**src/rtl/kp_pkg.sv**
```systemverilog
// Shared types, key map and row decoder for the 4x4 keypad scanner.
package kp_pkg;

   typedef enum logic [1:0] {SCAN, DEBOUNCE, PRESSED, RELEASE} kp_state_t;

   typedef struct packed {
      logic       valid;
      logic [1:0] row;
   } key_hit_t;

   // Indexed [row][col]; col 0 is the column driven by cols[0].
   localparam logic [3:0] KEY_MAP [4][4] = '{
      '{4'h1, 4'h2, 4'h3, 4'hA},
      '{4'h4, 4'h5, 4'h6, 4'hB},
      '{4'h7, 4'h8, 4'h9, 4'hC},
      '{4'h0, 4'hF, 4'hE, 4'hD}
   };

   // A key counts only when exactly one row line is pulled low.
   function automatic key_hit_t onehot0_low(input logic [3:0] rs);
      key_hit_t    hit;
      int unsigned n_low;
      hit   = '0;
      n_low = 0;
      for (int i = 0; i < 4; i++) begin
         if (!rs[i]) begin
            n_low++;
            hit.row = 2'(i);
         end
      end
      hit.valid = (n_low == 1);
      return hit;
   endfunction

endpackage

```
**src/rtl/sync_2ff.sv**
```systemverilog
// Two-flop synchronizer for asynchronous level inputs.
module sync_2ff #(
   parameter int               WIDTH     = 1,
   parameter logic [WIDTH-1:0] RESET_VAL = '0
) (
   input  logic             clk_i,
   input  logic             rst_ni,
   input  logic [WIDTH-1:0] d_i,
   output logic [WIDTH-1:0] q_o
);

   logic [WIDTH-1:0] meta_q;
   logic [WIDTH-1:0] sync_q;

   always_ff @(posedge clk_i or negedge rst_ni) begin
      if (!rst_ni) begin
         meta_q <= RESET_VAL;
         sync_q <= RESET_VAL;
      end else begin
         // NOTE: non-blocking keeps this a two-stage pipeline; blocking would collapse it to one flop.
         meta_q <= d_i;
         sync_q <= meta_q;
      end
   end

   assign q_o = sync_q;

endmodule

```
**src/rtl/keypad_scanner.sv**
```systemverilog
// 4x4 matrix keypad scanner: column rotation, tick-based debounce, and an
// 8-nibble shift register of accepted keys for the 7-segment driver.
module keypad_scanner
   import kp_pkg::*;
#(
   parameter int SCAN_DIV       = 100000,
   parameter int DEBOUNCE_SCANS = 4
) (
   input  logic        CLK,
   input  logic        reset,
   input  logic [3:0]  rows,
   output logic [3:0]  cols,
   input  logic        clr,
   output logic [3:0]  key_code,
   output logic        key_valid,
   output logic        key_held,
   output logic [31:0] digits
);

   localparam int              DIV_W    = (SCAN_DIV > 1) ? $clog2(SCAN_DIV) : 1;
   localparam logic [DIV_W-1:0] DIV_LAST = DIV_W'(SCAN_DIV - 1);
   localparam logic [3:0]      DB_LAST  = 4'(DEBOUNCE_SCANS);

   logic [3:0]       rs;
   logic [DIV_W-1:0] div_q, div_d;
   logic             tick;

   kp_state_t   state_q;
   logic [1:0]  col_q, row_q;
   logic [3:0]  cnt_q;
   logic [3:0]  key_code_q;
   logic        key_valid_q, key_held_q;
   logic [31:0] digits_q;

   key_hit_t   hit;
   logic [3:0] latched_rs, cnt_inc, new_code;
   logic       rs_idle, accept;
   logic [1:0] accept_row;

   sync_2ff #(.WIDTH(4), .RESET_VAL(4'hF)) u_rows_sync (
      .clk_i  (CLK),
      .rst_ni (reset),
      .d_i    (rows),
      .q_o    (rs)
   );

   assign tick = (div_q == DIV_LAST);

   always_comb begin
      // NOTE: assign every output a default first so no branch can infer a latch.
      div_d = div_q + DIV_W'(1);
      if (tick) div_d = '0;
   end

   always_ff @(posedge CLK or negedge reset) begin
      if (!reset) div_q <= '0;
      else        div_q <= div_d;
   end

   assign hit        = onehot0_low(rs);
   assign latched_rs = ~(4'b0001 << row_q);
   assign rs_idle    = (rs == 4'hF);
   assign cnt_inc    = cnt_q + 4'd1;

   // A press is accepted on the tick that completes the debounce run.
   always_comb begin
      accept     = 1'b0;
      accept_row = row_q;
      if (tick) begin
         if (state_q == SCAN && hit.valid && DB_LAST == 4'd1) begin
            accept     = 1'b1;
            accept_row = hit.row;
         end else if (state_q == DEBOUNCE && rs == latched_rs && cnt_inc == DB_LAST) begin
            accept = 1'b1;
         end
      end
   end

   assign new_code = KEY_MAP[accept_row][col_q];

   always_ff @(posedge CLK or negedge reset) begin
      if (!reset) begin
         state_q     <= SCAN;
         col_q       <= 2'd0;
         row_q       <= 2'd0;
         cnt_q       <= 4'd0;
         key_code_q  <= 4'h0;
         key_valid_q <= 1'b0;
         key_held_q  <= 1'b0;
         digits_q    <= 32'h0;
      end else begin
         key_valid_q <= accept;
         if (accept) begin
            key_code_q <= new_code;
            key_held_q <= 1'b1;
         end
         // Clear beats a same-cycle shift; the key is dropped from the register.
         if (clr)         digits_q <= 32'h0;
         else if (accept) digits_q <= {digits_q[27:0], new_code};

         if (tick) begin
            case (state_q)
               SCAN: begin
                  if (hit.valid) begin
                     row_q   <= hit.row;
                     cnt_q   <= 4'd1;
                     state_q <= accept ? PRESSED : DEBOUNCE;
                  end else begin
                     col_q <= col_q + 2'd1;
                  end
               end
               DEBOUNCE: begin
                  if (rs == latched_rs) begin
                     cnt_q <= cnt_inc;
                     if (accept) state_q <= PRESSED;
                  end else begin
                     state_q <= SCAN;
                     col_q   <= col_q + 2'd1;
                  end
               end
               PRESSED: begin
                  if (rs_idle) begin
                     cnt_q <= 4'd1;
                     if (DB_LAST == 4'd1) begin
                        state_q    <= SCAN;
                        col_q      <= col_q + 2'd1;
                        key_held_q <= 1'b0;
                     end else begin
                        state_q <= RELEASE;
                     end
                  end
               end
               RELEASE: begin
                  if (rs_idle) begin
                     cnt_q <= cnt_inc;
                     if (cnt_inc == DB_LAST) begin
                        state_q    <= SCAN;
                        col_q      <= col_q + 2'd1;
                        key_held_q <= 1'b0;
                     end
                  end else begin
                     state_q <= PRESSED;
                  end
               end
               default: state_q <= SCAN;
            endcase
         end
      end
   end

   assign cols      = ~(4'b0001 << col_q);
   assign key_code  = key_code_q;
   assign key_valid = key_valid_q;
   assign key_held  = key_held_q;
   assign digits    = digits_q;

endmodule

```
**config.mk**
```make
export PLATFORM = sky130hd
export DESIGN_NAME = keypad_scanner
export DESIGN_NICKNAME = d
export VERILOG_FILES = /design/src/rtl/kp_pkg.sv /design/src/rtl/sync_2ff.sv /design/src/rtl/keypad_scanner.sv
export SDC_FILE = /design/constraint.sdc
export NUM_CORES = 1
export LEC_CHECK = 0
export CORE_ASPECT_RATIO = 1.5
export CORE_UTILIZATION = 50
export CTS_BUF_LIST = sky130_fd_sc_hd__clkbuf_2 sky130_fd_sc_hd__clkbuf_4 sky130_fd_sc_hd__clkbuf_8
export CTS_CLUSTER_DIAMETER = 40
export DETAILED_ROUTE_END_ITERATION = 8
export PLACE_DENSITY = 0.72
export SYNTH_ARGS = -nofsm -noshare
export SYNTH_HDL_FRONTEND = slang
export SYNTH_SLANG_ARGS = --single-unit
```
**constraint.sdc**
```tcl
create_clock -name CLK -period 5.6 [get_ports CLK]
set_input_delay 0.56 -clock CLK [delete_from_list [all_inputs] [get_ports CLK]]
set_output_delay 0.56 -clock CLK [all_outputs]
set_load 0.01 [all_outputs]
```
==> results.sh <==
export IMPL_finalSetupTns_ns=0
export IMPL_min_path_cells=0
export IMPL_wl_met2_um=3440
export IMPL_antennaDiodeCount=0
export IMPL_cts_resized=0
export IMPL_synth_async_reset_ratio_pct=100
export IMPL_cts_tree="built"
export IMPL_cts_setup_buffers=0
export IMPL_regArea_mm2=0.00184
export IMPL_track_usage_pct=19.8
export IMPL_wl_met3_um=210
export IMPL_synth_edff_count=0
export IMPL_r2r_slack_ns=2.34
export IMPL_cap_violations=0
export IMPL_timing_rr_end="cnt_q[3]$_DFFE_PN0P_"
export IMPL_fin_util_pct=63.1
export IMPL_period_share_pct=58.3
export IMPL_start_util_pct=52.2
export IMPL_synth_seq_cells=73
export IMPL_io_buffer_count=48
export IMPL_core_area_mm2=0.00653
export IMPL_place_congestion=0.818
export IMPL_placementRows=36
export IMPL_mostFrequentLayoutCell="nand2_1"
export IMPL_r2r_cells=10
export IMPL_yosys_warnings=0
export IMPL_wirelength_met1_um=2850
export IMPL_wl_per_cell_um=13.8
export IMPL_grt_pass1_vias=2462
export IMPL_vias_per_cell=5.47
export IMPL_max_slew_margin_pct=24.9
export IMPL_timing_critical_path_from="u_rows_sync.q_o[1]$_DFF_PN1_"
export IMPL_dieArea_mm2=0.00717
export IMPL_clock_sinks=73
export IMPL_seq_area_frac_synth_pct=53.8
export IMPL_worst_ep_arrival_time_ns=3.48
export IMPL_rsz0062_at_grt="false"
export IMPL_finalHoldViolCount=0
export IMPL_power_static_leakage_nw=1.77
export IMPL_die_x_um=69.5
export IMPL_cts_max_level=3
export IMPL_status="finished, final reports clean"
export IMPL_hpwl_um=4610
export IMPL_cts_buffers=9
export IMPL_layout_min_cycle_time_ns=3.26
export IMPL_cp_start_kind="flop"
export IMPL_grt_max_degree=74
export IMPL_mostFrequentLayoutCells="86 x nand2_1, 65 x dfrtp_1, 47 x clkdlybuf4s50_1"
export IMPL_p_total_mw=0.939
export IMPL_syn_to_final_growth_pct=20.8
export IMPL_syn_nets=372
export IMPL_firstDrtPassIters=4
export IMPL_cp_required_ns=5.81
export IMPL_drv_slew=0
export IMPL_postSynthAreaPerCell_um2=9.72
export IMPL_holdBufCountCts=0
export IMPL_holdWs_ns=0.357
export IMPL_holdPathEnd="u_rows_sync.q_o[0]$_DFF_PN1_"
export IMPL_cp_max_fo=6
export IMPL_cts_root_buffer="clkbuf_8"
export IMPL_drc=0
export IMPL_io_pins=49
export IMPL_worstMarginPinSlew_ns=1.12
export IMPL_nFillCells=566
export IMPL_end_kind="flop"
export IMPL_irDropWorstVdd_uv=158
export IMPL_p_per_area_mw_per_mm2=228
export IMPL_synthesis_area_mm2=0.00341
export IMPL_clk_insertion_delay_late_ns=0.33
export IMPL_ys_types=43
export IMPL_drtIter0Drc=148
export IMPL_hold_class="flop to flop"
export IMPL_setup_viol=0
export IMPL_grt_remaining_overflow=0
export IMPL_grt_pass1_wl_um=11200
export IMPL_synth_top_flop_cell="dfrtp_1"
export IMPL_antenna_found_initial=0
export IMPL_critPathKind="flop to flop"
export IMPL_syn_inst=351
export IMPL_drtAntennaViolNets=0
export IMPL_max_freq_mhz=306
export IMPL_cts_path_max_buffers=2
export IMPL_vias=2613
export IMPL_holdCritStartpoint="u_rows_sync.meta_q[0]$_DFF_PN1_"
export IMPL_drive_gt1_share_pct=9.20
export IMPL_fp_dieH_um=103
export IMPL_nets=418
export IMPL_fin_skew_ns=0.00778
export IMPL_multiInputGateArea_mm2=0.00144
export IMPL_postRouteWirelength_um=6600
export IMPL_top_layer="met4"
export IMPL_r2r_start="u_rows_sync.q_o[1]$_DFF_PN1_"
export IMPL_path_clk_slew_ns=0.07
-- where the power goes --
group          switching, mW  internal [mW]
Clock                  0.176          0.193
Combinational         0.0226         0.0115
Sequential           0.00310          0.532
Total                  0.202          0.737
-- logic make-up after synthesis --
logic type | after synthesis | share of synthesized area (%)
AO/OA/AOI/OAI | 61 | 10.6
XOR/XNOR | 21 | 5.39
adder cells (fa/ha/maj) | 14 | 5.13
buffers and inverters | 34 | 4.07
flip-flops | 73 | 53.8
multiplexers | 7 | 2.16
AND/OR/NAND/NOR | 141 | 18.8
-- routing by layer --
layer  track usage, %  vias to the layer above
li1                 -                     1275
met1             22.9                     1272
met2             35.8                       57
met3             3.59                        9
met4             9.73                        0
met5                0                        -
-- worst max-delay path by stage --
stage	end	slack [ns]	cells past startpoint
floorplan	cnt_q[3]$_DFFE_PN0P_	2.68	10
global placement	cnt_q[3]$_DFFE_PN0P_	2.41	10
detailed placement	cnt_q[3]$_DFFE_PN0P_	2.36	10
CTS	cnt_q[3]$_DFFE_PN0P_	2.32	10
global route	cnt_q[3]$_DFFE_PN0P_	2.16	10
finish	cnt_q[3]$_DFFE_PN0P_	2.34	10
-- critical path, cell delays in order (launching register included) --
cell,delay (ns)
dfstp_2,0.57
inv_1,0.05
ha_1,0.35
xnor2_1,0.16
ha_1,0.32
nor2_1,0.09
a21oi_1,0.07
a2111oi_0,0.70
nand2_1,0.22
a31o_2,0.32
a211o_1,0.30
-- metrics by stage --
step / instances / setup slack (ns) / area [um^2]
floorplan: 351 / 2.68 / 3410
global placement: 462 / 2.41 / 3940
detailed placement: 462 / 2.36 / 3940
CTS: 478 / 2.32 / 4120
global route: 478 / 2.16 / 4120
finish: 478 / 2.34 / 4120
-- sequential cells by signal, summed over array words and instances, names as in the netlist --
signal              count
div_q                  17
key_code                4
u_rows_sync.meta_q      4
key_valid               1
accept_row              2
key_held                1
cnt_q                   4
u_rows_sync.q_o         4
col_q                   2
state_q                 2
digits                 32
-- synth_stat cells (5+ instances only) --
| cell type | instances | share of area, % |
|---|---|---|
| a21oi_1 | 39 | 5.7 |
| clkbuf_1 | 12 | 1.3 |
| inv_1 | 17 | 1.9 |
| nor3_1 | 6 | 0.88 |
| nor2b_1 | 5 | 0.92 |
| dfstp_2 | 8 | 6.2 |
| nand2_1 | 86 | 9.5 |
| nor2_1 | 11 | 1.2 |
| xnor2_1 | 13 | 3.3 |
| xor2_1 | 8 | 2.1 |
| dfrtp_1 | 65 | 48 |
| nand3_1 | 12 | 1.8 |
| ha_1 | 14 | 5.1 |
-- cell type report --
| class | count | share of cell area [%] |
|---|---|---|
| timing repair buffer | 51 | 12.1 |
| inverter | 18 | 1.64 |
| clock buffer | 14 | 4.07 |
| clock inverter | 2 | 0.334 |
| sequential | 73 | 44.6 |
| multi-input combinational | 244 | 35.0 |
| tap | 76 | 2.31 |
Power figures use the tool's default switching activity.
